File: config.mk
export PLATFORM = sky130hd
export DESIGN_NAME = leapfrog_wb_sched_flat
export DESIGN_NICKNAME = d
export VERILOG_FILES = /design/src/rtl/leapfrog_wb_sched_pkg.sv /design/src/rtl/leapfrog_wb_sched_if.sv /design/src/rtl/leapfrog_wb_sched_fifo.sv /design/src/rtl/leapfrog_wb_sched.sv /design/src/flat_wrapper.sv
export SDC_FILE = /design/constraint.sdc
export NUM_CORES = 1
export LEC_CHECK = 0
export CORE_MARGIN = 2
export CORE_UTILIZATION = 40
export CTS_CLUSTER_SIZE = 12
export DETAILED_ROUTE_END_ITERATION = 16
export PLACE_DENSITY = 0.7
export SKIP_LAST_GASP = 1
export SLEW_MARGIN = 10
export SYNTH_ARGS = -nofsm -noshare
export SYNTH_HDL_FRONTEND = slang
export SYNTH_SLANG_ARGS = --single-unit
File: constraint.sdc
create_clock -name clk -period 6.18 [get_ports clk]
set_input_delay 0.927 -clock clk [delete_from_list [all_inputs] [get_ports clk]]
set_output_delay 0.927 -clock clk [all_outputs]
set_load 0.005 [all_outputs]
File: src/rtl/leapfrog_wb_sched_pkg.sv
`default_nettype none
// ---------------------------------------------------------------------------
// leapfrog_wb_sched_pkg : LC-3b types, leapfrog buffer entry and FSM states
// Rev 1.0
// ---------------------------------------------------------------------------
package leapfrog_wb_sched_pkg;
  typedef logic [2:0]  lc3b_reg;
  typedef logic [15:0] lc3b_word;
  typedef logic [2:0]  lc3b_nzp;

  typedef struct packed {
    lc3b_reg  dest;
    lc3b_word data;
    logic     write;
    logic     load_cc;
    lc3b_nzp  cc;
  } leapfrog_entry_t;

  typedef enum logic [1:0] {
    LF_IDLE    = 2'd0,
    LF_COLLECT = 2'd1,
    LF_DRAIN   = 2'd2
  } lf_state_t;
endpackage
`default_nettype wire

File: src/rtl/leapfrog_wb_sched_if.sv
`default_nettype none
// ---------------------------------------------------------------------------
// leapfrog_wb_sched_if : stall/leapfrog/pipe inputs and writeback port bundle
// Rev 1.0
// ---------------------------------------------------------------------------
interface leapfrog_wb_sched_if;
  import leapfrog_wb_sched_pkg::*;

  logic     mem_stall;
  logic     mem_done;
  logic     flush;
  logic     leap_valid;
  lc3b_reg  leap_dest;
  lc3b_word leap_data;
  logic     leap_write;
  logic     leap_load_cc;
  lc3b_nzp  leap_cc;
  logic     leap_ready;
  logic     mem_dest_overwrite;
  logic     mem_load_cc_overwrite;
  logic     pipe_wb_en;
  lc3b_reg  pipe_wb_dest;
  lc3b_word pipe_wb_data;
  logic     pipe_load_cc;
  lc3b_nzp  pipe_cc;
  logic     wb_en;
  lc3b_reg  wb_dest;
  lc3b_word wb_data;
  logic     cc_load;
  lc3b_nzp  cc_out;
  logic     drain_stall;
  logic     busy;

  modport master (
    output mem_stall, mem_done, flush, leap_valid, leap_dest, leap_data,
           leap_write, leap_load_cc, leap_cc, mem_dest_overwrite,
           mem_load_cc_overwrite, pipe_wb_en, pipe_wb_dest, pipe_wb_data,
           pipe_load_cc, pipe_cc,
    input  leap_ready, wb_en, wb_dest, wb_data, cc_load, cc_out,
           drain_stall, busy
  );

  modport slave (
    input  mem_stall, mem_done, flush, leap_valid, leap_dest, leap_data,
           leap_write, leap_load_cc, leap_cc, mem_dest_overwrite,
           mem_load_cc_overwrite, pipe_wb_en, pipe_wb_dest, pipe_wb_data,
           pipe_load_cc, pipe_cc,
    output leap_ready, wb_en, wb_dest, wb_data, cc_load, cc_out,
           drain_stall, busy
  );
endinterface
`default_nettype wire

File: src/rtl/leapfrog_wb_sched_fifo.sv
`default_nettype none
// ---------------------------------------------------------------------------
// leapfrog_fifo : circular buffer of leapfrogged results, DEPTH entries
// Rev 1.0
// ---------------------------------------------------------------------------
module leapfrog_fifo
  import leapfrog_wb_sched_pkg::*;
#(
  parameter  int DEPTH = 2,
  localparam int PW    = (DEPTH > 1) ? $clog2(DEPTH) : 1,
  localparam int CW    = $clog2(DEPTH + 1)
) (
  input  wire logic            clk,
  input  wire logic            reset,
  input  wire logic            clear,
  input  wire logic            push,
  input  wire leapfrog_entry_t push_data,
  input  wire logic            pop,
  output leapfrog_entry_t      head,
  output logic [CW-1:0]        count
);

  leapfrog_entry_t mem [DEPTH];
  logic [PW-1:0]   wr_ptr;
  logic [PW-1:0]   rd_ptr;

  always_ff @(posedge clk) begin
    if (push) mem[wr_ptr] <= push_data;
  end

  always_ff @(posedge clk or posedge reset) begin
    if (reset) begin
      wr_ptr <= '0;
      rd_ptr <= '0;
      count  <= '0;
    end else if (clear) begin
      wr_ptr <= '0;
      rd_ptr <= '0;
      count  <= '0;
    end else begin
      if (push) wr_ptr <= (wr_ptr == PW'(DEPTH - 1)) ? '0 : wr_ptr + 1'b1;
      if (pop)  rd_ptr <= (rd_ptr == PW'(DEPTH - 1)) ? '0 : rd_ptr + 1'b1;
      count <= count + CW'(push) - CW'(pop);
    end
  end

  assign head = mem[rd_ptr];

endmodule
`default_nettype wire

File: src/rtl/leapfrog_wb_sched.sv
`default_nettype none
// ---------------------------------------------------------------------------
// leapfrog_wb_sched : retires stalled MEM op, then drains leapfrogged results
// Optional LEAPFROG_STATS_EN adds leap_total/stall_cycles counters.  Rev 1.0
// ---------------------------------------------------------------------------
module leapfrog_wb_sched
  import leapfrog_wb_sched_pkg::*;
#(
  parameter int DEPTH = 2
) (
  input  wire logic         clk,
  input  wire logic         reset,
  leapfrog_wb_sched_if.slave bus
`ifdef LEAPFROG_STATS_EN
  ,
  output logic [15:0]       leap_total,
  output logic [15:0]       stall_cycles
`endif
);

  localparam int CW = $clog2(DEPTH + 1);

  lf_state_t       state, state_next;
  logic            ovr_dest, ovr_dest_next;
  logic            ovr_cc, ovr_cc_next;
  logic            push, pop, clear;
  leapfrog_entry_t push_data, head;
  logic [CW-1:0]   count;

  assign push_data = '{dest: bus.leap_dest, data: bus.leap_data,
                       write: bus.leap_write, load_cc: bus.leap_load_cc,
                       cc: bus.leap_cc};

  leapfrog_fifo #(.DEPTH(DEPTH)) u_fifo (
    .clk       (clk),
    .reset     (reset),
    .clear     (clear),
    .push      (push),
    .push_data (push_data),
    .pop       (pop),
    .head      (head),
    .count     (count)
  );

  always_ff @(posedge clk or posedge reset) begin
    if (reset) begin
      state    <= LF_IDLE;
      ovr_dest <= 1'b0;
      ovr_cc   <= 1'b0;
    end else begin
      state    <= state_next;
      ovr_dest <= ovr_dest_next;
      ovr_cc   <= ovr_cc_next;
    end
  end

  assign bus.busy = (state != LF_IDLE);

  always_comb begin
    state_next      = state;
    ovr_dest_next   = ovr_dest;
    ovr_cc_next     = ovr_cc;
    push            = 1'b0;
    pop             = 1'b0;
    clear           = 1'b0;
    bus.leap_ready  = 1'b0;
    bus.drain_stall = 1'b0;
    bus.wb_en       = 1'b0;
    bus.wb_dest     = '0;
    bus.wb_data     = '0;
    bus.cc_load     = 1'b0;
    bus.cc_out      = '0;

    if (bus.flush) begin
      clear         = 1'b1;
      ovr_dest_next = 1'b0;
      ovr_cc_next   = 1'b0;
      state_next    = LF_IDLE;
    end else begin
      case (state)
        LF_IDLE: begin
          bus.wb_en   = bus.pipe_wb_en;
          bus.wb_dest = bus.pipe_wb_dest;
          bus.wb_data = bus.pipe_wb_data;
          bus.cc_load = bus.pipe_load_cc;
          bus.cc_out  = bus.pipe_cc;
          if (bus.mem_stall) state_next = LF_COLLECT;
        end
        LF_COLLECT: begin
          bus.leap_ready = (count < CW'(DEPTH));
          push           = bus.leap_valid & bus.leap_ready;
          if (push) begin
            ovr_dest_next = ovr_dest | bus.mem_dest_overwrite;
            ovr_cc_next   = ovr_cc | bus.mem_load_cc_overwrite;
          end
          // Older write is dropped when any younger buffered op supersedes it
          if (bus.mem_done) begin
            bus.wb_en     = bus.pipe_wb_en & ~ovr_dest & ~bus.mem_dest_overwrite;
            bus.wb_dest   = bus.pipe_wb_dest;
            bus.wb_data   = bus.pipe_wb_data;
            bus.cc_load   = bus.pipe_load_cc & ~ovr_cc & ~bus.mem_load_cc_overwrite;
            bus.cc_out    = bus.pipe_cc;
            ovr_dest_next = 1'b0;
            ovr_cc_next   = 1'b0;
            state_next    = ((count != '0) || push) ? LF_DRAIN : LF_IDLE;
          end
        end
        LF_DRAIN: begin
          bus.drain_stall = 1'b1;
          bus.wb_en       = head.write;
          bus.wb_dest     = head.dest;
          bus.wb_data     = head.data;
          bus.cc_load     = head.load_cc;
          bus.cc_out      = head.cc;
          pop             = 1'b1;
          if (count <= CW'(1)) state_next = LF_IDLE;
        end
        default: state_next = LF_IDLE;
      endcase
    end
  end

`ifdef LEAPFROG_STATS_EN
  always_ff @(posedge clk or posedge reset) begin
    if (reset) begin
      leap_total   <= '0;
      stall_cycles <= '0;
    end else begin
      if (push && (leap_total != 16'hFFFF)) leap_total <= leap_total + 16'd1;
      if ((state == LF_COLLECT) && (stall_cycles != 16'hFFFF))
        stall_cycles <= stall_cycles + 16'd1;
    end
  end
`endif

endmodule
`default_nettype wire

File: src/flat_wrapper.sv
// flat-port wrapper written by rule: the top's interface ports become plain ports
module leapfrog_wb_sched_flat import leapfrog_wb_sched_pkg::*;
#(
  parameter int DEPTH = 2
)
  (clk, reset, bus_mem_stall, bus_mem_done, bus_flush, bus_leap_valid, bus_leap_dest, bus_leap_data, bus_leap_write, bus_leap_load_cc, bus_leap_cc, bus_mem_dest_overwrite, bus_mem_load_cc_overwrite, bus_pipe_wb_en, bus_pipe_wb_dest, bus_pipe_wb_data, bus_pipe_load_cc, bus_pipe_cc, bus_leap_ready, bus_wb_en, bus_wb_dest, bus_wb_data, bus_cc_load, bus_cc_out, bus_drain_stall, bus_busy);
  leapfrog_wb_sched_if bus_i ();
  input  wire logic clk;
  input  wire logic reset;
  input wire logic [$bits(bus_i.mem_stall)-1:0] bus_mem_stall;
  input wire logic [$bits(bus_i.mem_done)-1:0] bus_mem_done;
  input wire logic [$bits(bus_i.flush)-1:0] bus_flush;
  input wire logic [$bits(bus_i.leap_valid)-1:0] bus_leap_valid;
  input wire logic [$bits(bus_i.leap_dest)-1:0] bus_leap_dest;
  input wire logic [$bits(bus_i.leap_data)-1:0] bus_leap_data;
  input wire logic [$bits(bus_i.leap_write)-1:0] bus_leap_write;
  input wire logic [$bits(bus_i.leap_load_cc)-1:0] bus_leap_load_cc;
  input wire logic [$bits(bus_i.leap_cc)-1:0] bus_leap_cc;
  input wire logic [$bits(bus_i.mem_dest_overwrite)-1:0] bus_mem_dest_overwrite;
  input wire logic [$bits(bus_i.mem_load_cc_overwrite)-1:0] bus_mem_load_cc_overwrite;
  input wire logic [$bits(bus_i.pipe_wb_en)-1:0] bus_pipe_wb_en;
  input wire logic [$bits(bus_i.pipe_wb_dest)-1:0] bus_pipe_wb_dest;
  input wire logic [$bits(bus_i.pipe_wb_data)-1:0] bus_pipe_wb_data;
  input wire logic [$bits(bus_i.pipe_load_cc)-1:0] bus_pipe_load_cc;
  input wire logic [$bits(bus_i.pipe_cc)-1:0] bus_pipe_cc;
  output wire logic [$bits(bus_i.leap_ready)-1:0] bus_leap_ready;
  output wire logic [$bits(bus_i.wb_en)-1:0] bus_wb_en;
  output wire logic [$bits(bus_i.wb_dest)-1:0] bus_wb_dest;
  output wire logic [$bits(bus_i.wb_data)-1:0] bus_wb_data;
  output wire logic [$bits(bus_i.cc_load)-1:0] bus_cc_load;
  output wire logic [$bits(bus_i.cc_out)-1:0] bus_cc_out;
  output wire logic [$bits(bus_i.drain_stall)-1:0] bus_drain_stall;
  output wire logic [$bits(bus_i.busy)-1:0] bus_busy;
  assign bus_i.mem_stall = bus_mem_stall;
  assign bus_i.mem_done = bus_mem_done;
  assign bus_i.flush = bus_flush;
  assign bus_i.leap_valid = bus_leap_valid;
  assign bus_i.leap_dest = bus_leap_dest;
  assign bus_i.leap_data = bus_leap_data;
  assign bus_i.leap_write = bus_leap_write;
  assign bus_i.leap_load_cc = bus_leap_load_cc;
  assign bus_i.leap_cc = bus_leap_cc;
  assign bus_i.mem_dest_overwrite = bus_mem_dest_overwrite;
  assign bus_i.mem_load_cc_overwrite = bus_mem_load_cc_overwrite;
  assign bus_i.pipe_wb_en = bus_pipe_wb_en;
  assign bus_i.pipe_wb_dest = bus_pipe_wb_dest;
  assign bus_i.pipe_wb_data = bus_pipe_wb_data;
  assign bus_i.pipe_load_cc = bus_pipe_load_cc;
  assign bus_i.pipe_cc = bus_pipe_cc;
  assign bus_leap_ready = bus_i.leap_ready;
  assign bus_wb_en = bus_i.wb_en;
  assign bus_wb_dest = bus_i.wb_dest;
  assign bus_wb_data = bus_i.wb_data;
  assign bus_cc_load = bus_i.cc_load;
  assign bus_cc_out = bus_i.cc_out;
  assign bus_drain_stall = bus_i.drain_stall;
  assign bus_busy = bus_i.busy;
  leapfrog_wb_sched #(.DEPTH(DEPTH)) u_core (.clk(clk), .reset(reset), .bus(bus_i));
endmodule
-- After elaboration in Yosys (flattened, before gate mapping)
Memory sizes are Yosys's and may differ from the RTL's.
Cells that the tools add are included.
- bitwise logic cells: 11
- muxes and demuxes: 45
- reduce and logical (&&, ||, !) cells: 10
- magnitude comparators: 2
- add/subtract/negate cells: 4
- equality and inequality tests: 5
- operator list (cell ; number):
    16-bit case mux with 3 select lines ; 1
    16-bit 2-to-1 mux ; 2
    1-bit 2-to-1 mux ; 27
    3-bit case mux with 3 select lines ; 2
    2-bit 2-to-1 mux ; 6
    3-bit 2-to-1 mux ; 4
    2-bit nonzero test ; 5
    3-bit != test (second input constant) ; 2
    1-bit case mux with 3 select lines ; 2
    2-bit case mux with 3 select lines ; 1
    1-bit bitwise AND ; 5
    1-bit inverter ; 4
    3-bit by 2-bit != test with 1-bit output (second input constant) ; 1
    3-bit AND reduction ; 1
    3-bit nonzero test ; 1
    1-bit adder (second input constant) ; 2
    2-bit by 1-bit adder with 2-bit output ; 1
    2-bit by 1-bit equality test with 1-bit output (second input constant) ; 1
    2-bit equality test (second input constant) ; 1
    2-bit by 1-bit less-or-equal comparator with 1-bit output (second input constant) ; 1
    2-bit zero test ; 1
    2-bit < comparator (second input constant) ; 1
    1-bit OR ; 2
    2-bit AND reduction ; 1
    other kinds (2) ; 2
- bits in writable memories: 48
- input port bits: 56
- memories: 1
- flip-flop bits (word level): 8
- memories (name ; words ; width ; rd ports ; clocked after Yosys merged registers in ; wr ports ; RTL line ; RTL):
    u_core.u_fifo.mem ; 2 ; 24 ; 1 ; 0 ; 1 ; leapfrog_wb_sched_fifo.sv:23 ; leapfrog_entry_t mem [DEPTH];

-- Depth between registers and ports, before layout
- depth after elaboration: 7
- gate-level depth with buffers: 9

-- Modules after synthesis
From an unflattened synthesis, not the netlist that was laid out.
- cells, all modules: 154
- area total of the unflattened synthesis: 2697.6 um^2
- modules (own cells, without submodules) (module ; cells each ; instances ; sequential area each (um^2) ; area each (um^2)):
    leapfrog_fifo ; 93 ; 1 ; 1541.5 ; 2040.7
    leapfrog_wb_sched ; 61 ; 1 ; 100.1 ; 656.9

-- Worst setup path after synthesis
No wires, ideal clock.
- kind: input-to-reg
- start point: input bus_flush
- end point: memory u_core.u_fifo.mem[0][0] (netlist name) (enable)
- cell stages on the path: 3
- data required time: 5.775 ns
- buffers on the path: 0
- arrival time: 2.383 ns
- library setup time: 0.405 ns
- setup slack: 3.393 ns
- cell sequence: nor4b_2 > nand2_1 > nor2_1
- word-level cells in the longest chain between the ends: 3
- ends and longest elaborated chain (element ; RTL line ; RTL):
    start, declared ; flat_wrapper.sv:12 ; input wire logic [$bits(bus_i.flush)-1:0] bus_flush;
    1-bit 2-to-1 mux ; leapfrog_wb_sched.sv:74 ; if (bus.flush) begin
    1-bit 2-to-1 mux ; leapfrog_wb_sched_fifo.sv:28 ; if (push) mem[wr_ptr] <= push_data;
    1-bit 2-to-1 mux (implied by the code) ; leapfrog_wb_sched_fifo.sv:28 ;
    end, declared ; leapfrog_wb_sched_fifo.sv:23 ;
Every way passes these cells.

-- Final worst setup path
- start point: input bus_mem_done
- end point: output bus_wb_dest[0]
- word-level cells in the longest chain between the ends: 3
- ends and longest elaborated chain (element ; RTL line ; RTL):
    start, declared ; flat_wrapper.sv:11 ; input wire logic [$bits(bus_i.mem_done)-1:0] bus_mem_done;
    3-bit 2-to-1 mux ; leapfrog_wb_sched.sv:97 ; if (bus.mem_done) begin
    3-bit case mux with 3 select lines ; leapfrog_wb_sched.sv:80 ; case (state)
    3-bit 2-to-1 mux ; leapfrog_wb_sched.sv:74 ;
    end, declared ; flat_wrapper.sv:28 ; output wire logic [$bits(bus_i.wb_dest)-1:0] bus_wb_dest;
Every way passes these cells.

==> impl_metrics.toml <==
[critical_path]
r2r_start = "u_core.state[1]"
cp.arrival_ns = 3.05
reg2reg_depth = 8
crit_fanout = 23
worst_setup_path_end_kind = "output port"
ff2ff_setup_slack_ns = 4.09
cp-start-kind = "primary input"
required_ns = 5.25
r2r-end = "u_core.u_fifo.count[1]"
path_class = "in2out"

[yosys]
synth-compound-area-share_pct = 9.84
synth_top_cell_area_share_pct = 54.3
synth_flop_cell = "edfxtp_1"
synth_edf_count = 48
synth_common_cells = "48 x edfxtp_1, 27 x nor2_1, 22 x a32oi_1"
syn_avg_cell_area_um2 = 15.0
synthesis.instances = 177
synth-simple-area-share_pct = 8.24
ys_async_sr_fraction_pct = 14.3
synth-seq-cells = 56
synth.cell_area_um2 = 2660
synth_top_cell_by_area = "edfxtp_1"
yosys-mux-area-fraction_pct = 12.9
yosys.area_share.xor_xnor_pct = 0.989
synth_fa_ha_area_share_pct = 0.942
synth_top_family_by_area = "multiplexers"
yosysMostFrequentCell = "edfxtp_1"
syn-num-nets = 235
yosysWarnings = 0
yosysUniqueCellTypes = 35
ys_seq_area_share_pct = 61.8
yosys-top-cells-area = "edfxtp_1 54%, mux2_4 11%, dfrtp_1 7.5%, a32oi_1 7.3%, nor2_1 3.8%"

[cells_and_area]
final_area_um2 = 3590
final_nets = 314
area_growth_pct = 35.0
num_antenna_cells = 0
fill_cells = 534
layout-drive-gt1-share_pct = 15.6
post-route-util_pct = 56.2

[sta]
slew_headroom_pct = 26.6
skew_ns = 0.00625
tightest_slew_ns = 1.10
layout_min_cycle_time_ns = 3.98
maxSlewViolCount = 0
whs_ns = 0.565
timing.fmax_ghz = 0.251
hold_viol = 0
period_share_pct = 64.4
rsz0062_at_grt = "no"
setup_viol = 0
setup_tns_ns = 0

[global_route]
grt_max_degree = 33
antenna_found_initial = 0
grt_pass1_wl_um = 8940
grtUsageTotal_pct = 15.7
grt_overflow = 0
grt_pass1_vias = 1795

[power_and_ir_drop]
p_int_uw = 604
power_frac_seq_pct = 55.5
power_uw = 760
combinationalPowerShare_pct = 13.9
leakagePower_nw = 1.27
p_sw_share_pct = 20.5
power_per_cell_area_nw_per_um2 = 212
vdd_drop_max_v = 0.000128
power_switching_uw = 156
clkPwrFrac_pct = 30.6

[clock_tree]
cts.reportedPaths.clkPinSlew_ns = 0.10
post_cts_resized = 0
post_cts_buffers = 0
cts_buffer_depth = 2
cts_buffers = 5
clock_latency_ns = 0.30
cts_sinks = 56
htreeDepth = 2
cts_tree = "yes"
hold_buffers = 0
root_buffer = "clkbuf_8"

[place]
dpl.hpwl_um = 3910
placed_area_um2 = 3480
gp_congestion = 0.783
io_buffers = 82

[detailed_routing]
drcViolationCount = 0
wl_per_cell_um = 17.3
dr.pass1.iters = 4
num_vias = 1763
routed_via_density = 5.28
drt.antenna.violating_nets = 0
drt_iter0_drc = 71
drt-total-wl_um = 5770

[floorplanning]
core_area_um2 = 6390
dieHeight_um = 85.5
ioPinCount = 83
die-area_um2 = 7310
start_util_pct = 41.6
die_w_um = 85.5
std_cell_rows = 29

[worst_hold_path]
hold_start = "u_core.ovr_dest"
holdCritPathClass = "reg2reg"
hold-path-cell-count = 2
whs_endpoint = "u_core.ovr_dest"

[run]
max_cap_viol_count = 0

[run_status]
status = "finished, final reports clean"
-- state kept, by name (all words and copies together) (netlist names) --
name                  count
u_core.u_fifo.mem        48
u_core.u_fifo.rd_ptr      1
u_core.u_fifo.wr_ptr      1
u_core.ovr_cc             1
u_core.state              2
u_core.ovr_dest           1
u_core.u_fifo.count       2
-- worst max-delay path by stage --
stage	startpoint	end
floorplan	bus_flush	u_core.u_fifo.mem[0][0]
global route	bus_mem_done	bus_wb_data[9]
CTS	bus_mem_done	bus_wb_dest[0]
global placement	bus_mem_done	bus_cc_out[0]
detailed placement	bus_mem_done	bus_wb_dest[0]
finish	bus_mem_done	bus_wb_dest[0]
-- placed cells by master, fill, tap and decap left out --
| cell type | Yosys | final |
|---|---|---|
| nor2_2 | 0 | 1 |
| and3b_1 | 1 | 1 |
| nor2b_1 | 1 | 1 |
| nor4b_2 | 1 | 1 |
| buf_4 | 0 | 4 |
| inv_2 | 1 | 1 |
| nand2_2 | 1 | 1 |
| nor3_1 | 3 | 3 |
| nand2b_1 | 2 | 2 |
| or2_2 | 1 | 1 |
| a21oi_2 | 1 | 1 |
| edfxtp_1 | 48 | 48 |
| mux2_2 | 3 | 3 |
| bufinv_16 | 0 | 1 |
| nor2b_2 | 1 | 1 |
| and4bb_1 | 1 | 1 |
| and2_1 | 1 | 1 |
| ha_1 | 2 | 2 |
| nand2_1 | 1 | 1 |
| clkbuf_8 | 0 | 5 |
| inv_1 | 3 | 3 |
| clkinv_1 | 0 | 2 |
| clkdlybuf4s50_1 | 0 | 82 |
| a21oi_1 | 2 | 2 |
| dfrtp_1 | 8 | 8 |
| a21boi_1 | 1 | 1 |
| o31ai_1 | 3 | 3 |
| mux2_4 | 19 | 19 |
| a32o_1 | 2 | 2 |
| nor2_1 | 27 | 26 |
| a32oi_1 | 22 | 22 |
| xnor2_1 | 2 | 2 |
| and3_1 | 1 | 1 |
| xor2_1 | 1 | 1 |
| nor3_2 | 1 | 1 |
| mux2_1 | 2 | 2 |
-- critical path, stage by stage --
cell	delay (ns)
clkdlybuf4s50_1	0.49
nand2b_1	0.73
a32oi_1	0.21
nor2_1	0.15
clkdlybuf4s50_1	0.54
-- metrics by stage --
| step | worst slack (ns) | std cells |
|---|---|---|
| 6_report | 2.20 | 334 |
| 5_1_grt | 2.00 | 334 |
| 4_1_cts | 2.14 | 334 |
| 3_5_place_dp | 2.16 | 326 |
| 3_3_place_gp | 2.22 | 326 |
| 2_1_floorplan | 3.39 | 177 |
-- logic make-up (layout without fill, tap and decap cells) --
family                   Yosys count  after routing
AO/OA/AOI/OAI                     31             31
XOR/XNOR                           3              3
adder cells (fa/ha/maj)            2              2
buffers and inverters             18             98
flip-flops                        56             56
multiplexers                      24             24
AND/OR/NAND/NOR                   43             43
-- layer usage --
| metal | GRT usage, % | routed length, um |
|---|---|---|
| met3 | 3.66 | 324 |
| met2 | 26.8 | 2900 |
| met4 | 4.33 | 70 |
| met5 | 0 | 0 |
| met1 | 20.1 | 2480 |
-- layout make-up --
type	count	area [um^2]	share of cell area (%)
clock inverter	3	37.5	1.05
multi-input combinational	103	876	24.4
tap	77	96.3	2.69
sequential	56	1640	45.8
inverter	4	15.0	0.419
timing repair buffer	86	851	23.7
clock buffer	5	68.8	1.92
-- power groups by stage --
stage	clock network, mW	registers (mW)	logic (mW)
2_1_floorplan	0	0.427	0.0436
3_3_place_gp	0	0.429	0.105
3_5_place_dp	0	0.430	0.106
4_1_cts	0.234	0.421	0.107
5_1_grt	0.250	0.422	0.114
6_report	0.233	0.421	0.106
(Power assumes the default switching activity.)
